$ cat src/rtl/fifo_memory_prog_if.sv
// Handshake/status bundle between a FIFO memory driver and the fifo_memory_prog block.
interface fifo_memory_prog_if #(
  parameter int unsigned DATA_WIDTH = 8,
  parameter int unsigned ADDR_WIDTH = 4
);
  logic [DATA_WIDTH-1:0] din;
  logic                  write;
  logic                  read;
  logic [ADDR_WIDTH:0]   ale_thresh;
  logic [ADDR_WIDTH:0]   alf_thresh;
  logic                  err_clr;
  logic [DATA_WIDTH-1:0] dout;
  logic                  empty;
  logic                  full;
  logic                  ale;
  logic                  alf;
  logic [ADDR_WIDTH:0]   count;
  logic                  overflow;
  logic                  underflow;

  modport master (
    output din, write, read, ale_thresh, alf_thresh, err_clr,
    input  dout, empty, full, ale, alf, count, overflow, underflow
  );

  modport slave (
    input  din, write, read, ale_thresh, alf_thresh, err_clr,
    output dout, empty, full, ale, alf, count, overflow, underflow
  );
endinterface

$ cat src/rtl/fifo_memory_prog.sv
// Synchronous FIFO with programmable almost-empty/full thresholds, sticky error flags
// and selectable registered or first-word-fall-through read data.
module fifo_memory_prog #(
  parameter int unsigned DATA_WIDTH = 8,
  parameter int unsigned ADDR_WIDTH = 4,
  parameter bit          FWFT       = 1'b0
) (
  input logic               clk,
  input logic               reset,
  fifo_memory_prog_if.slave bus
);
  localparam int unsigned Depth = 2 ** ADDR_WIDTH;
  localparam int unsigned PtrW  = ADDR_WIDTH + 1;

  logic [DATA_WIDTH-1:0] mem [Depth];
  logic [PtrW-1:0]       wr_ptr_q, wr_ptr_d;
  logic [PtrW-1:0]       rd_ptr_q, rd_ptr_d;
  logic [PtrW-1:0]       count;
  logic                  overflow_q, overflow_d;
  logic                  underflow_q, underflow_d;
  logic                  empty, full, wr_acc, rd_acc;
  logic [DATA_WIDTH-1:0] rd_word;

  // Extra pointer bit makes the difference span 0..Depth without ambiguity.
  assign count   = wr_ptr_q - rd_ptr_q;
  assign empty   = (count == '0);
  assign full    = (count == PtrW'(Depth));
  assign wr_acc  = bus.write & ~full;
  assign rd_acc  = bus.read & ~empty;
  assign rd_word = mem[rd_ptr_q[ADDR_WIDTH-1:0]];

  assign bus.count     = count;
  assign bus.empty     = empty;
  assign bus.full      = full;
  assign bus.ale       = (count <= bus.ale_thresh);
  assign bus.alf       = (count >= bus.alf_thresh);
  assign bus.overflow  = overflow_q;
  assign bus.underflow = underflow_q;

  always_comb begin
    wr_ptr_d    = wr_ptr_q;
    rd_ptr_d    = rd_ptr_q;
    if (wr_acc) wr_ptr_d = wr_ptr_q + 1'b1;
    if (rd_acc) rd_ptr_d = rd_ptr_q + 1'b1;
    // A new error event in the same cycle as err_clr keeps the flag set.
    overflow_d  = (bus.write & full) | (overflow_q & ~bus.err_clr);
    underflow_d = (bus.read & empty) | (underflow_q & ~bus.err_clr);
  end

  always_ff @(posedge clk or posedge reset) begin
    if (reset) begin
      wr_ptr_q    <= '0;
      rd_ptr_q    <= '0;
      overflow_q  <= 1'b0;
      underflow_q <= 1'b0;
    end else begin
      wr_ptr_q    <= wr_ptr_d;
      rd_ptr_q    <= rd_ptr_d;
      overflow_q  <= overflow_d;
      underflow_q <= underflow_d;
    end
  end

  always_ff @(posedge clk) begin
    if (wr_acc) mem[wr_ptr_q[ADDR_WIDTH-1:0]] <= bus.din;
  end

  generate
    if (FWFT) begin : g_fwft
      assign bus.dout = empty ? '0 : rd_word;
    end else begin : g_reg
      logic [DATA_WIDTH-1:0] dout_q;
      always_ff @(posedge clk or posedge reset) begin
        if (reset)       dout_q <= '0;
        else if (rd_acc) dout_q <= rd_word;
      end
      assign bus.dout = dout_q;
    end
  endgenerate
endmodule

$ cat src/flat_wrapper.sv
// flat-port wrapper written by rule: the top's interface ports become plain ports
module fifo_memory_prog_flat 
#(
  parameter int unsigned DATA_WIDTH = 8,
  parameter int unsigned ADDR_WIDTH = 4,
  parameter bit          FWFT       = 1'b0
)
  (clk, reset, bus_din, bus_write, bus_read, bus_ale_thresh, bus_alf_thresh, bus_err_clr, bus_dout, bus_empty, bus_full, bus_ale, bus_alf, bus_count, bus_overflow, bus_underflow);
  fifo_memory_prog_if #(.DATA_WIDTH(DATA_WIDTH), .ADDR_WIDTH(ADDR_WIDTH)) bus_i ();
  input logic clk;
  input logic reset;
  input wire logic [$bits(bus_i.din)-1:0] bus_din;
  input wire logic [$bits(bus_i.write)-1:0] bus_write;
  input wire logic [$bits(bus_i.read)-1:0] bus_read;
  input wire logic [$bits(bus_i.ale_thresh)-1:0] bus_ale_thresh;
  input wire logic [$bits(bus_i.alf_thresh)-1:0] bus_alf_thresh;
  input wire logic [$bits(bus_i.err_clr)-1:0] bus_err_clr;
  output wire logic [$bits(bus_i.dout)-1:0] bus_dout;
  output wire logic [$bits(bus_i.empty)-1:0] bus_empty;
  output wire logic [$bits(bus_i.full)-1:0] bus_full;
  output wire logic [$bits(bus_i.ale)-1:0] bus_ale;
  output wire logic [$bits(bus_i.alf)-1:0] bus_alf;
  output wire logic [$bits(bus_i.count)-1:0] bus_count;
  output wire logic [$bits(bus_i.overflow)-1:0] bus_overflow;
  output wire logic [$bits(bus_i.underflow)-1:0] bus_underflow;
  assign bus_i.din = bus_din;
  assign bus_i.write = bus_write;
  assign bus_i.read = bus_read;
  assign bus_i.ale_thresh = bus_ale_thresh;
  assign bus_i.alf_thresh = bus_alf_thresh;
  assign bus_i.err_clr = bus_err_clr;
  assign bus_dout = bus_i.dout;
  assign bus_empty = bus_i.empty;
  assign bus_full = bus_i.full;
  assign bus_ale = bus_i.ale;
  assign bus_alf = bus_i.alf;
  assign bus_count = bus_i.count;
  assign bus_overflow = bus_i.overflow;
  assign bus_underflow = bus_i.underflow;
  fifo_memory_prog #(.DATA_WIDTH(DATA_WIDTH), .ADDR_WIDTH(ADDR_WIDTH), .FWFT(FWFT)) u_core (.clk(clk), .reset(reset), .bus(bus_i));
endmodule
$ cat config.mk
export PLATFORM = sky130hd
export DESIGN_NAME = fifo_memory_prog_flat
export DESIGN_NICKNAME = d
export VERILOG_FILES = /design/src/rtl/fifo_memory_prog_if.sv /design/src/rtl/fifo_memory_prog.sv /design/src/flat_wrapper.sv
export SDC_FILE = /design/constraint.sdc
export NUM_CORES = 1
export LEC_CHECK = 0
export CORE_AREA = 2 2 103 105
export CTS_CLUSTER_SIZE = 12
export DETAILED_ROUTE_END_ITERATION = 8
export DIE_AREA = 0 0 105 107
export GPL_TIMING_DRIVEN = 0
export PLACE_DENSITY_LB_ADDON = 0.1
export REMOVE_ABC_BUFFERS = 1
export SYNTH_ARGS = -nofsm -noshare
export SYNTH_HDL_FRONTEND = slang
export SYNTH_SLANG_ARGS = --single-unit
$ cat constraint.sdc
create_clock -name clk -period 9.55 [get_ports clk]
set_clock_uncertainty 0.2 [all_clocks]
set_input_delay 1.4325 -clock clk [delete_from_list [all_inputs] [get_ports clk]]
set_output_delay 1.4325 -clock clk [all_outputs]
set_load 0.005 [all_outputs]
## After elaboration in Yosys (flattened, before gate mapping)

Memory sizes are Yosys's and may differ from the RTL's. A register that Yosys moved wholly into a read port is not among the register bits.
Cells that the tools add are included.

| word-level totals | value |
|---|---|
| memories | 1 |
| RAM bits | 128 |
| word-level logic and storage cells | 25 |
| register bits | 12 |
| output and inout port bits | 19 |

| operators by class | value |
|---|---|
| $add $sub $neg | 3 |
| order comparisons | 2 |
| reduce and logical (&&, ||, !) cells | 1 |
| bitwise operators | 11 |
| eq/ne operators | 1 |
| mux-type cells | 2 |

Memories:

| memory | depth | bits a word | read ports | clocked after memory_dff | write ports | line | source |
|---|---|---|---|---|---|---|---|
| u_core.mem | 16 | 8 | 1 | 1 | 1 | fifo_memory_prog.sv:15 | `logic [DATA_WIDTH-1:0] mem [Depth];` |

Operators with widths:

| cell | count |
|---|---|
| $add A5 B1 Y5 const B | 2 |
| $and A1 B1 Y1 | 6 |
| $eq A5 B5 Y1 const B | 1 |
| $ge A5 B5 Y1 | 1 |
| $le A5 B5 Y1 | 1 |
| $logic_not A5 Y1 | 1 |
| $sub A5 B5 Y5 | 1 |
| $not A1 Y1 | 3 |
| $mux W1 | 2 |
| $or A1 B1 Y1 | 2 |

## Logic depth before layout (Yosys ltp)

Gate-level depths: netlist of run 1.

| depth | value |
|---|---|
| depth in word-level cells | 6 |
| mapped depth | 13 |
| mapped depth without buffers | 13 |

## Worst setup path after synthesis of run 1

Ideal clock, no wire load.

| timing | value |
|---|---|
| kind | input -> output |
| from | input bus_alf_thresh[0] |
| to | output bus_alf |
| buffers on the path | 0 |
| data arrival time | 2.854 ns |
| required time | 7.917 ns |
| slack | 5.064 ns |
| cell stages on the path | 6 |
| cell sequence | ha_1 nand2b_1 a21o_1 maj3_1 maj3_1 a21o_1 |

| between the ends | value |
|---|---|
| cells in the longest elaborated chain, start to end | 1 |

Ends and longest elaborated chain:

| item | line | source |
|---|---|---|
| from (decl) | flat_wrapper.sv:16 | `input wire logic [$bits(bus_i.alf_thresh)-1:0] bus_alf_thresh;` |
| $ge A5 B5 Y1 | fifo_memory_prog.sv:36 | `assign bus.alf = (count >= bus.alf_thresh);` |
| to (decl) | flat_wrapper.sv:22 | `output wire logic [$bits(bus_i.alf)-1:0] bus_alf;` |

No other way between the ends.

## Worst setup path in the final report of run 1

| timing | value |
|---|---|
| from | register u_core.rd_ptr_q[1] |
| to | output bus_ale |

| between the ends | value |
|---|---|
| cells in the longest elaborated chain, start to end | 2 |

Ends and longest elaborated chain:

| item | line | source |
|---|---|---|
| from (decl) | fifo_memory_prog.sv:17 | `logic [PtrW-1:0] rd_ptr_q, rd_ptr_d;` |
| from (signal assigned) | fifo_memory_prog.sv:58 | `rd_ptr_q <= rd_ptr_d;` |
| $sub A5 B5 Y5 | fifo_memory_prog.sv:25 | `assign count = wr_ptr_q - rd_ptr_q;` |
| $le A5 B5 Y1 | fifo_memory_prog.sv:35 | `assign bus.ale = (count <= bus.ale_thresh);` |
| to (decl) | flat_wrapper.sv:21 | `output wire logic [$bits(bus_i.ale)-1:0] bus_ale;` |

No other way between the ends.

==> results of run 1 <==
final timing paths:
| check | endpoint | depth (start not counted) |
|---|---|---|
| setup / recovery | bus_ale | 12 |
| hold / removal | u_core.bus.dout[3]$_DFFE_PP0P_ | 1 |
| setup reg to reg | u_core.mem[6][2]$_DFFE_PP_ | 7 |
| hold reg to reg | u_core.bus.dout[3]$_DFFE_PP0P_ | 1 |
| max in group asynchronous | u_core.rd_ptr_q[0]$_DFFE_PP0P_ | 2 |
| min in group asynchronous | u_core.bus.dout[3]$_DFFE_PP0P_ | 2 |
synthesized netlist by cell type, types with 2 or more instances:
master,number
nand4_1,2
o22ai_1,16
nand2_1,7
nand3_1,3
a21oi_1,3
nor2_1,14
edfxtp_1,128
nor2b_1,2
mux4_2,32
and3_2,6
xor2_1,6
clkbuf_1,5
mux2_2,9
inv_1,20
a22o_1,2
a21o_1,3
ha_1,16
buf_2,4
xnor2_1,7
maj3_1,2
dfrtp_1,20
and3_1,11
power by group:
part	switching [uW]	internal, uW
logic	454	511
registers	105	808
clock network	241	366
total	799	1690
sequential cells by signal (all words and copies together) (netlist names):
name / count
u_core.bus.underflow: 1
u_core.mem: 128
u_core.rd_ptr_q: 5
u_core.bus.dout: 8
u_core.bus.overflow: 1
u_core.wr_ptr_q: 5
final cells by class:
| type | count | area [um2] | area share |
|---|---|---|---|
| Clock buffer | 20 | 425 | 0.0581 |
| Clock inverter | 12 | 114 | 0.0155 |
| Inverter | 20 | 75.1 | 0.0102 |
| Multi-Input combinational cell | 162 | 1770 | 0.241 |
| Sequential cell | 148 | 4350 | 0.593 |
| Tap cell | 136 | 170 | 0.0232 |
| Timing Repair Buffer | 42 | 430 | 0.0588 |
metrics by stage:
stage | util | worst slack (ps)
finish | 0.726 | 3620
floorplan | - | 4250
global route | 0.726 | 3360
global placement | 0.670 | 3130
CTS | 0.726 | 3560
detailed placement | 0.672 | 4160
cell usage in the layout (no fill, tap or decap), types with 4 or more instances in the layout:
master / instances
mux2_2: 9
nor2_1: 14
nand2_1: 7
o22ai_1: 16
xnor2_1: 7
xor2_1: 6
clkinv_1: 4
clkdlybuf4s50_1: 41
mux4_2: 32
and3_1: 11
dfrtp_1: 19
inv_1: 20
and3_2: 6
clkbuf_16: 16
edfxtp_1: 128
ha_1: 16
kinds of logic (layout without fill, tap and decap cells):
| logic type | after synthesis | count (layout) |
|---|---|---|
| buffers and inverters | 30 | 94 |
| adders and majority gates | 19 | 19 |
| and+or+nand+nor | 56 | 56 |
| AOI/OAI and AO/OA | 31 | 31 |
| DFF | 148 | 148 |
| xor gates and xnor gates | 13 | 13 |
| muxes | 43 | 43 |
layer usage:
layer  GRT usage  up-vias  routed length (um)
li1            -     1463                   -
met1       0.307     1666                5060
met2       0.367      128                5790
met3      0.0742       32                 837
met4       0.109        0                 411
met5           0        -                   0
worst max-delay path, delay by kind of cell, from the launching register on:
family,cells,cell delay [ps]
flops,1,990
buf+inv,2,810
compound gates,3,450
fa+ha+maj,2,860
simple gates,5,660
==> metrics.txt, run 1 <==
Pwr Density=339 nW/um2; area of the core=10100 um2; Yosys top cell area share=0.617; complex-gate fraction of the synthesized area=0.0376; CTS tree=done; number of global-route vias before repair=3392; diodes inserted=0; vias=3289; fin crit share=0.621; Layout Nets=431; Syn Inst Count=340; Max Slew Vio Count=0; Reg clk slew, reported paths=60 ps; share of layout cells above drive strength 1=0.203; Root Driver=clkbuf_8; post-synth cell types=44; reg-to-reg startpoint=u_core.rd_ptr_q[1]$_DFFE_PP0P_; PostCTS Resize Cnt=0; synthesized area=6230 um2; Syn Area/Cell=18.3 um2; final std cells w/o fill=540; reg-to-reg setup timing slack=5440 ps; Setup crit start=u_core.rd_ptr_q[1]$_DFFE_PP0P_; CP max FO=21; Die ar.=11200 um2; max cap viols=0; cell count after placement=508; max incr delay on CP=990 ps; total chip power=2480 uW; DR WL/cell=22.4 um; post-route cell area=7330 um2; P&R area growth vs syn=17.6%; CP Data Required Time=7920 ps; prevailing post-synth register cell=edfxtp_1; WL final=12.1 mm; drt via density=6.09; num ports=42; Detailed Place HPWL=7.69 mm; area leader, netlist=edfxtp_1; Die Ht=107 um; Hold Path Class=reg -> reg; Post-CTS Hold Fix Bufs=0; maximum clock path buffer count=2; Max rail drop VDD=196 uV; setup TNS=0 ps; GP Congestion=0.816; CP Launch Type=flop; mux share of post-synthesis cell area=0.136; Clock Latency Late Sink=530 ps; critical path class=reg -> out; Clock H-tree levels=4; final hold vios=0; first-pass GRT wire length=18.7 mm; Die X=105 um; Rows=37; Async S/R FF share, synth=0.135; Post-synth EDFFs=128; Worst path slowest cell=dfrtp_1; grt ovf=0; Routed Antenna Nets=0; post-placement cell area=6790 um2; GRT Util Overall=0.236; cells along the critical path=inv_1 -> fa_1 -> nand3_1 -> a21oi_1 -> nor2_1 -> ha_1 -> nand3_1 -> nor2_1 -> a311oi_1 -> nand2_1 -> o311ai_1 -> clkdlybuf4s50_1; RSZ-0062 raised after global routing=no; Worst EP arrival=4300 ps; setup bufs post-CTS=0; initial antenna violation count=0; Seq cells post-synth=148; Hold Crit Start=u_core.bus.dout[3]$_DFFE_PP0P_; worst slew pin tran=990 ps; TritonRoute pass-1 iters=5; Synth Area in Adders=0.0386; Fillers=657; Final min period=5930 ps; simple-gate share of the synthesized area=0.0522; PortBufs=41; largest net degree at the start of global routing=22; Initial Util=0.617; xor/xnor share of the synthesized area=0.0183; hold_ws=307 ps; status=finished, final reports clean; Pleak=0.00262 uW; f_max=0.169 GHz; # setup viols final=0; Synth area leaders=edfxtp_1 62%, mux4_2 12%, dfrtp_1 8.0%; CP endpoint kind=primary output; # DRC=0; Slew Limit Headroom=0.340; TritonCTS Sinks=148; synth warn=0; largest family of logic cells by synthesized area=multiplexers; Num CTS Buffers=17; sequential share of the synthesized area=0.697; initial drt markers=213
Power figures use the tool's default switching activity.
==> inputs of run 2 (changes only) <==
--- a/config.mk
+++ b/config.mk
@@ -5,10 +5,10 @@
 export SDC_FILE = /design/constraint.sdc
 export NUM_CORES = 1
 export LEC_CHECK = 0
-export CORE_AREA = 2 2 103 105
+export CORE_AREA = 2 2 112 114
 export CTS_CLUSTER_SIZE = 12
 export DETAILED_ROUTE_END_ITERATION = 8
-export DIE_AREA = 0 0 105 107
+export DIE_AREA = 0 0 114 116
 export GPL_TIMING_DRIVEN = 0
 export PLACE_DENSITY_LB_ADDON = 0.1
 export REMOVE_ABC_BUFFERS = 1
==> constraint.sdc (replaced) <==
create_clock -name clk -period 5.15 [get_ports clk]
set_clock_uncertainty 0.2 [all_clocks]
set_input_delay 0.7725 -clock clk [delete_from_list [all_inputs] [get_ports clk]]
set_output_delay 0.7725 -clock clk [all_outputs]
set_load 0.005 [all_outputs]
==> metrics.txt, run 2 (synthesis results as in run 1) <==
num ports=42 (unchanged); hold path depth=1 (unchanged); share of layout cells above drive strength 1=0.212 (was 0.203); TritonCTS Sinks=148 (unchanged); Worst EP arrival=3820 ps (was 4300 ps); Detailed Place HPWL=7.78 mm (was 7.69 mm); Rows=40 (was 37); Die Ht=116 um (was 107 um); fin crit share=0.931; post-placement cell area=6810 um2 (was 6790 um2); max cap viols=0 (unchanged); # DRC=0 (unchanged); largest net degree at the start of global routing=25 (was 22); initial antenna violation count=0 (unchanged); Die ar.=13200 um2 (was 11200 um2); TritonRoute pass-1 iters=4 (was 5); r2r endpoint=u_core.mem[6][6]$_DFFE_PP_ (was u_core.mem[6][2]$_DFFE_PP_); reg-to-reg startpoint=u_core.rd_ptr_q[1]$_DFFE_PP0P_ (unchanged); initial drt markers=222 (was 213); Root Driver=clkbuf_16 (was clkbuf_8); max FFs per register=128 (unchanged); RSZ-0062 raised after global routing=no (unchanged); worst slew pin tran=831 ps (was 990 ps); Slew Limit Headroom=0.446 (was 0.340); post-route cell area=7360 um2 (was 7330 um2); DR WL/cell=22.3 um (was 22.4 um); Hold Crit Endpoint=u_core.bus.overflow$_DFF_PP0_ (was u_core.bus.dout[3]$_DFFE_PP0P_); # setup viols final=0 (unchanged); Reg clk slew, reported paths=60 ps (about the same); Hold Crit Start=u_core.bus.overflow$_DFF_PP0_ (was u_core.bus.dout[3]$_DFFE_PP0P_); worst slack, placed=426 ps (was 4160 ps); internal power=3130 uW (was 1690 uW); GP Congestion=0.740 (was 0.816); f_max=0.208 GHz; vias=3168 (was 3289); Clock H-tree levels=4 (unchanged); Num CTS Buffers=17 (unchanged); grt ovf=0 (unchanged); commonest non-fill, non-tap cell in the layout=edfxtp_1 (unchanged); Initial Util=0.523 (was 0.617); Clock Latency Late Sink=420 ps (was 530 ps); first-pass GRT wire length=18.8 mm (was 18.7 mm); Max rail drop VDD=277 uV (was 196 uV); CP Data Required Time=4180 ps (was 7920 ps); maximum clock path buffer count=2 (unchanged); sequential power share=0.366 (was 0.367); Die X=114 um (was 105 um); final hold vios=0 (unchanged); critical path class=reg -> out (unchanged); total chip power=4620 uW (was 2480 uW); P&R area growth vs syn=18.2% (was 17.6%); CP max FO=21 (unchanged); CP Launch Type=flop (unchanged); power share of the combinational group=0.383 (was 0.388); PortBufs=41 (unchanged); CTS tree=done (unchanged); Hold Path Class=reg -> reg (unchanged); PnR worst setup slack=353 ps (was 3620 ps); net switching power=1480 uW (was 799 uW); Max Slew Vio Count=0 (unchanged); area of the core=11900 um2 (was 10100 um2); diodes inserted=0 (unchanged); most frequent cells in the layout=128 x edfxtp_1, 41 x clkdlybuf4s50_1, 32 x mux4_2 (unchanged); Routed Antenna Nets=0 (unchanged); status=finished, final reports clean (unchanged); WL final=12.3 mm (was 12.1 mm); drt via density=5.74 (was 6.09); Worst R2R Path Depth=7 (unchanged); Pwr Density=627 nW/um2 (was 339 nW/um2); Pleak=0.00262 uW (about the same); clock share of power=0.251 (was 0.244); GRT Util Overall=0.202 (was 0.236); number of global-route vias before repair=3276 (was 3392); reg-to-reg setup timing slack=1410 ps (was 5440 ps); Final min period=4800 ps; switching share of power=0.321 (was 0.322); CP endpoint kind=primary output (unchanged); Layout Nets=432 (was 431)
run 2: changes by cell type in the layout (fill, tap and decap cells not counted):
| cell | before | now |
|---|---|---|
| dfrtp_2 | 1 | 3 |
| inv_6 | 0 | 2 |
| buf_6 | 0 | 1 |
| clkinv_2 | 3 | 2 |
| dfrtp_1 | 19 | 17 |
| clkinv_4 | 1 | 0 |
| clkbuf_1 | 3 | 6 |
| clkinv_1 | 4 | 0 |
| clkbuf_16 | 16 | 17 |
| bufinv_16 | 2 | 1 |
| clkbuf_8 | 1 | 2 |
run 2: how the worst max path moves through the flow:
stage	start	endpoint	depth (start not counted)
after floorplan	u_core.rd_ptr_q[0]$_DFFE_PP0P_	bus_alf	8
after global placement	u_core.rd_ptr_q[0]$_DFFE_PP0P_	bus_alf	9
after detailed placement	u_core.rd_ptr_q[1]$_DFFE_PP0P_	bus_ale	12
after CTS	u_core.rd_ptr_q[2]$_DFFE_PP0P_	bus_ale	12
after global routing	u_core.rd_ptr_q[1]$_DFFE_PP0P_	bus_ale	12
final	u_core.rd_ptr_q[1]$_DFFE_PP0P_	bus_ale	12
run 2: final cells by class:
type	count	area, um2
Fill cell	889	4550
Sequential cell	148	4350
Multi-Input combinational cell	162	1770
Clock buffer	25	475
Timing Repair Buffer	43	442
Tap cell	147	184
Inverter	20	75.1
Clock inverter	7	72.6
run 2: power by group through the flow:
stage               logic, uW  registers (uW)  clock network, uW
floorplan                1120            1690                  0
global placement         1690            1760                  0
detailed placement       1800            1710                  0
CTS                      1800            1690               1180
global route             1940            1710               1230
finish                   1770            1690               1160
run 2: what timing repair did:
| action | in CTS | in global routing |
|---|---|---|
| endpoints found under the hold margin | 0 | 0 |
| gates resized for setup | 1 | 1 |
| setup endpoints to repair | 1 | 1 |
| pin swaps | 0 | 0 |
| buffers inserted | 0 | 0 |
| hold buffers | 0 | 0 |
run 2: worst max-delay path, stage by stage (launching register included):
cell	delay [ps]
dfrtp_2	710
inv_1	200
fa_1	520
nand3_1	160
and3_1	230
nor2_1	90
ha_1	340
nand3_1	130
nor2_1	60
a311oi_1	240
nand2_1	90
o311ai_1	80
clkdlybuf4s50_1	550
run 2: per-layer routing:
metal	wire length [um]	up-vias	track usage
li1	-	1459	-
met2	6350	67	0.342
met3	461	10	0.0507
met5	0	-	0
met4	136	0	0.0715
met1	5350	1632	0.259
run 2: metrics by stage:
| step | TNS (ps) | instances | hold WS [ps] | utilization |
|---|---|---|---|---|
| 6_report | 0 | 552 | 305 | 0.618 |
| 3_3_place_gp | -6530 | 518 | 288 | 0.569 |
| 4_1_cts | 0 | 552 | 307 | 0.618 |
| 3_5_place_dp | 0 | 520 | 293 | 0.572 |
| 5_1_grt | 0 | 552 | 322 | 0.618 |
| 2_1_floorplan | 0 | 330 | 286 | - |
